File: src/rtl/vx_gbar_unit.sv
// vx_gbar_unit: cluster-level global barrier responder.
//   Target of the gbar bus driven by each socket's gbar arbiter. Keeps a
//   per-barrier arrival mask of cores. When a request brings the arrived
//   count up to the requested size, a one-cycle release pulse carrying the
//   barrier id goes out on the next cycle and the slot is cleared.
//
// Ports:
//   clk, reset        clock, synchronous active-high reset
//   req_valid/ready   arrival handshake (ready is 1 whenever not in reset)
//   req_id            barrier id
//   req_size_m1       participating core count minus one
//   req_core_id       arriving core id
//   rsp_valid/rsp_id  release broadcast pulse (no backpressure)
//   busy              any arrival mask non-empty or release pending
//
// Optional: define VX_GBAR_PERF_EN to add perf_releases (wrapping release
// count) and perf_wait_cycles (saturating count of cycles with any mask set).

// One barrier slot: holds the arrival mask for a single barrier id.
module vx_gbar_slot #(
  parameter int NUM_CORES = 4
) (
  input  logic                 clk,
  input  logic                 reset,
  input  logic                 wr,
  input  logic [NUM_CORES-1:0] nxt,
  output logic [NUM_CORES-1:0] mask
);
  always_ff @(posedge clk) begin
    if (reset)   mask <= '0;
    else if (wr) mask <= nxt;
  end
endmodule

module vx_gbar_unit #(
  parameter  int NUM_BARRIERS = 16,
  parameter  int NUM_CORES    = 4,
  localparam int NB_BITS      = (NUM_BARRIERS > 1) ? $clog2(NUM_BARRIERS) : 1,
  localparam int NC_BITS      = (NUM_CORES > 1) ? $clog2(NUM_CORES) : 1
) (
  input  logic               clk,
  input  logic               reset,
  input  logic               req_valid,
  input  logic [NB_BITS-1:0] req_id,
  input  logic [NC_BITS-1:0] req_size_m1,
  input  logic [NC_BITS-1:0] req_core_id,
  output logic               req_ready,
  output logic               rsp_valid,
  output logic [NB_BITS-1:0] rsp_id,
`ifdef VX_GBAR_PERF_EN
  output logic [31:0]        perf_releases,
  output logic [31:0]        perf_wait_cycles,
`endif
  output logic               busy
);
  localparam int CW = NC_BITS + 1;

  typedef struct packed {
    logic [NB_BITS-1:0] id;
    logic [NC_BITS-1:0] size_m1;
    logic [NC_BITS-1:0] core_id;
  } req_t;

  function automatic logic [CW-1:0] popcnt(input logic [NUM_CORES-1:0] m);
    popcnt = '0;
    for (int i = 0; i < NUM_CORES; i++) popcnt = popcnt + CW'(m[i]);
  endfunction

  req_t                                 req;
  logic [NUM_BARRIERS-1:0][NUM_CORES-1:0] masks;
  logic                                 accept, id_ok, core_ok, do_op, release_hit;
  logic [NUM_CORES-1:0]                 cur_mask, core_bit, new_mask, slot_nxt;
  logic [CW-1:0]                        cnt, need;
  logic                                 any_mask;
  logic                                 rsp_valid_r;
  logic [NB_BITS-1:0]                   rsp_id_r;

  assign req     = '{id: req_id, size_m1: req_size_m1, core_id: req_core_id};
  assign accept  = req_valid && req_ready;
  // Out-of-range ids/cores are accepted but leave all state untouched.
  assign id_ok   = (32'(req.id) < NUM_BARRIERS);
  assign core_ok = (32'(req.core_id) < NUM_CORES);
  assign do_op   = accept && id_ok && core_ok;

  always_comb begin
    cur_mask = '0;
    core_bit = '0;
    if (id_ok)   cur_mask = masks[req.id];
    if (core_ok) core_bit[req.core_id] = 1'b1;
    new_mask = cur_mask | core_bit;
  end

  // Duplicate arrivals leave new_mask == cur_mask, so they only release
  // when the count was already met. The completing request's size wins.
  assign cnt         = popcnt(new_mask);
  assign need        = CW'(req.size_m1) + CW'(1);
  assign release_hit = do_op && (cnt == need);
  assign slot_nxt    = release_hit ? '0 : new_mask;

  for (genvar b = 0; b < NUM_BARRIERS; b++) begin : g_slot
    vx_gbar_slot #(.NUM_CORES(NUM_CORES)) slot_i (
      .clk   (clk),
      .reset (reset),
      .wr    (do_op && (32'(req.id) == b)),
      .nxt   (slot_nxt),
      .mask  (masks[b])
    );
  end

  assign any_mask = |masks;

  always_ff @(posedge clk) begin
    if (reset) begin
      rsp_valid_r <= 1'b0;
      rsp_id_r    <= '0;
    end else begin
      rsp_valid_r <= release_hit;
      if (release_hit) rsp_id_r <= req.id;
    end
  end

  // Outputs are forced idle while reset is high, which also suppresses a
  // release that was registered the cycle before reset arrived.
  assign req_ready = !reset;
  assign rsp_valid = rsp_valid_r && !reset;
  assign rsp_id    = reset ? '0 : rsp_id_r;
  assign busy      = !reset && (any_mask || rsp_valid_r);

`ifdef VX_GBAR_PERF_EN
  always_ff @(posedge clk) begin
    if (reset) begin
      perf_releases    <= '0;
      perf_wait_cycles <= '0;
    end else begin
      if (rsp_valid_r) perf_releases <= perf_releases + 32'd1;
      if (any_mask && (perf_wait_cycles != '1))
        perf_wait_cycles <= perf_wait_cycles + 32'd1;
    end
  end
`endif

`ifndef SYNTHESIS
  // Size of the first arrival, kept only to flag inconsistent sizes.
  logic [NUM_BARRIERS-1:0][NC_BITS-1:0] size_r;

  always_ff @(posedge clk) begin
    if (reset) size_r <= '0;
    else if (do_op && (cur_mask == '0)) size_r[req.id] <= req.size_m1;
  end

  always_ff @(posedge clk) begin
    if (!reset && accept) begin
      assert (id_ok) else $error("gbar: req_id %0d out of range", req.id);
      assert (core_ok) else $error("gbar: req_core_id %0d out of range", req.core_id);
      if (id_ok && core_ok && (cur_mask != '0))
        assert (req.size_m1 == size_r[req.id])
          else $error("gbar: size mismatch on barrier %0d", req.id);
    end
  end
`endif
endmodule

File: config.mk
export PLATFORM = sky130hd
export DESIGN_NAME = vx_gbar_unit
export DESIGN_NICKNAME = d
export VERILOG_FILES = /design/src/rtl/vx_gbar_unit.sv
export SDC_FILE = /design/constraint.sdc
export NUM_CORES = 1
export LEC_CHECK = 0
export ABC_AREA = 1
export CAP_MARGIN = 20
export CELL_PAD_IN_SITES_DETAIL_PLACEMENT = 2
export CELL_PAD_IN_SITES_GLOBAL_PLACEMENT = 2
export CORE_ASPECT_RATIO = 0.5
export CORE_MARGIN = 5
export CORE_UTILIZATION = 34
export DETAILED_ROUTE_END_ITERATION = 8
export GPL_ROUTABILITY_DRIVEN = 0
export PLACE_DENSITY = 0.83
export SYNTH_ARGS = -nofsm -noshare
export SYNTH_HDL_FRONTEND = slang
export SYNTH_SLANG_ARGS = --single-unit
File: constraint.sdc
create_clock -name clk -period 4.28 [get_ports clk]
set_input_delay 0.642 -clock clk [delete_from_list [all_inputs] [get_ports clk]]
set_output_delay 0.642 -clock clk [all_outputs]
set_load 0.02 [all_outputs]
==> impl_metrics.toml <==
[logic_synthesis]
top_post_synthesis_cells_by_area = "dfxtp_1, nand2_1, o21ai_0, a21oi_1, nor2_1"
synth_area_leader_cell = "dfxtp_1"
postSynthRegisterBits = 69
mean_area_per_synthesized_cell_um2 = 6.89
postSynthNetCount = 521
post_synth_instance_area_mm2 = 0.00349
count_of_cell_types_in_the_netlist = 26
synth.yosys.seq_area_share_pct = 39.6
yosys_warnings = 0
synth_top_cell_area_share_pct = 39.6
syn-instance-count = 506

[worst_setup_path]
timing.critical_path.slowest_stage_cell = "clkdlybuf4s50_1"
cp_data_arrival_time_ps = 4110
worst-endpoint-required_ps = 4480
top_fanout_value_on_the_critical_path = 17
maximum_single_stage_delay_on_the_critical_path_ps = 550
r2r_setup_slk_ps = 1140
timing.critical_path.mode_cell = "nor2_1"
worstSetupPathType = "in2reg"
worstSetupEndpointType = "flip-flop"
worst_setup_path_start_kind = "input pin"
cp_cell_sequence = "clkdlybuf4s50_1, clkinv_2, nand3_1, nand2_1, nor2_1, nor2_1, nor2_1, nand2_2, fa_1, ha_1, ha_1, o22ai_1, a21oi_1, nand2_2, nand2_4, a21oi_1"

[layout]
layout-drive-gt1-share_pct = 7.69
leading_cell_types_in_the_layout_fill_and_taps_excluded = "nand2_1, dfxtp_1, o21ai_0"
syn2layout_area_growth_pct = 14.4
finish.cell_count_without_fillers = 660
final_nets = 530
utilization_pct = 39.4
fillers = 1240
leading_cell_type_in_the_layout_fill_and_taps_excluded = "nand2_1"
antennaDiodeCount = 0

[clock_tree]
worst_setup_hold_path_clk_slew_ps = 50
clock_sink_count = 69
cts_h_tree_depth = 3
numCtsBuffers = 9
max-clock-path-buffers = 2
cts_root_buf = "clkbuf_16"
post_cts.repair.setup_buffers = 0
clock_insertion_delay_worst_skew_ps = 330
cts.hold.buffers_added = 0
cts_tree = "yes"
postCtsResizedCells = 0

[pwr]
ir_drop_mv = 0.193
power.leakage_uw = 0.00173
power.density_cell_area_mw_per_mm2 = 394

[floorplan]
core_mm2 = 0.0101
fp.dieH_um = 81.6
die-area_mm2 = 0.0125
placementRows = 26
io_pins = 18
die-width_um = 153
initial_core_util_pct = 34.5

[drt]
drt-wirelength-per-cell_um = 19.3
drc = 0
drt_pre_antenna_iters = 4
detailedRoute.firstIterationViolations = 230
via_per_inst = 5.36
wl_mm = 12.8
via_count = 3537
drtAntennaViolNets = 0

[sta]
layout_setup_ws_ps = 366
setup-violations-final = 0
finalCriticalPeriod_ps = 3910
post-route-period-util_pct = 91.4
grt_setup_unrepaired = "false"
drv_slew = 0
transition_time_at_the_pin_with_the_least_slew_margin_ps = 643
fmaxAchievable_mhz = 256
timing.slew.headroom_pct = 57.0
worst_clock_skew_ps = 4.47
total_negative_setup_slacks_ps = 0
total_count_of_hold_check_failures_in_the_final_report = 0

[grt]
grt_antenna_before_repair = 0
grt_pass1_vias = 3750
grt_usage_pct = 21.4
grt_start_max_net_pins = 54
overflow = 0
grt_pass1_wl_mm = 20.9

[hold_path]
worstHoldPathType = "reg2reg"

[place]
placement.io_buffers = 17
placed_cells = 644
dp_slack_ps = 62.8
detailed_place_hpwl_mm = 8.60

[outcome]
outcome = "completed"

[flow_run]
max_cap_viol_count = 0
critical path: cells and delay by family:
family | cells | cell delay [ps]
adder cells (fa/ha/maj) | 3 | 990
AO/OA/AOI/OAI | 3 | 400
AND/OR/NAND/NOR | 8 | 1230
buffers and inverters | 2 | 830
layer usage:
layer | GRT usage (%) | wire length, um | vias to the layer above
met3 | 3.95 | 638 | 15
met1 | 29.0 | 6100 | 1761
met4 | 5.42 | 148 | 0
met5 | 0 | 0 | -
li1 | - | - | 1694
met2 | 35.7 | 5870 | 67
power breakdown:
group / switching [uW] / internal [uW]
clock: 279 / 465
combinational: 116 / 49.5
sequential: 7.33 / 653
logic make-up after synthesis:
kind of cell / synth area share, %
DFF: 39.6
AOI/OAI and AO/OA: 21.2
adders and majority gates: 1.65
and+or+nand+nor: 28.8
xor gates and xnor gates: 0.251
buffers and inverters: 8.43
state kept, by name, indices dropped and copies added, names as in the netlist:
register,cells
g_slot.slot_i.mask,64
rsp_id_r,4
rsp_valid_r,1
worst paths after layout:
| path | startpoint | to | cells past startpoint |
|---|---|---|---|
| setup reg to reg | g_slot[11].slot_i.mask[0] | g_slot[10].slot_i.mask[1] | 14 |
| hold / removal | rsp_id_r[1] | rsp_id_r[1] | 2 |
| setup / recovery | req_id[1] | g_slot[10].slot_i.mask[1] | 16 |
| hold reg to reg | rsp_id_r[1] | rsp_id_r[1] | 2 |
Yosys cell counts:
cell type / count
nand2_1: 146
dfxtp_1: 69
o21ai_0: 68
a21oi_1: 63
nor2_1: 48
inv_1: 25
nand3_1: 19
buf_6: 12
nor4_1: 9
clkbuf_1: 7
a21oi_2: 6
nand2_2: 5
o21ai_1: 5
nand2_4: 4
nor2_2: 4
ha_1: 3
buf_2: 2
buf_4: 2
nor3_1: 2
clkinv_2: 1
fa_1: 1
inv_6: 1
nand3b_1: 1
nand4_1: 1
o22ai_1: 1
xor2_1: 1
metrics by stage:
step | hold WS [ps] | instance area [um2] | total power, uW
CTS | 462 | 3990 | 1590
global route | 499 | 3990 | 1640
finish | 457 | 3990 | 1570
global placement | 451 | 3690 | 831
detailed placement | 454 | 3690 | 836
floorplan | 430 | 3490 | 782
layout make-up:
cell class              count  area, um2  share of cell area [%]
multi-input cells         387       1810                    45.4
repair buffers             21        220                    5.52
flip-flops and latches     69       1380                    34.6
clock buffers              12        246                    6.18
well taps                 140        175                    4.39
clock inverters             4       47.5                    1.19
inverters                  27        108                    2.70
(Power assumes the default switching activity.)
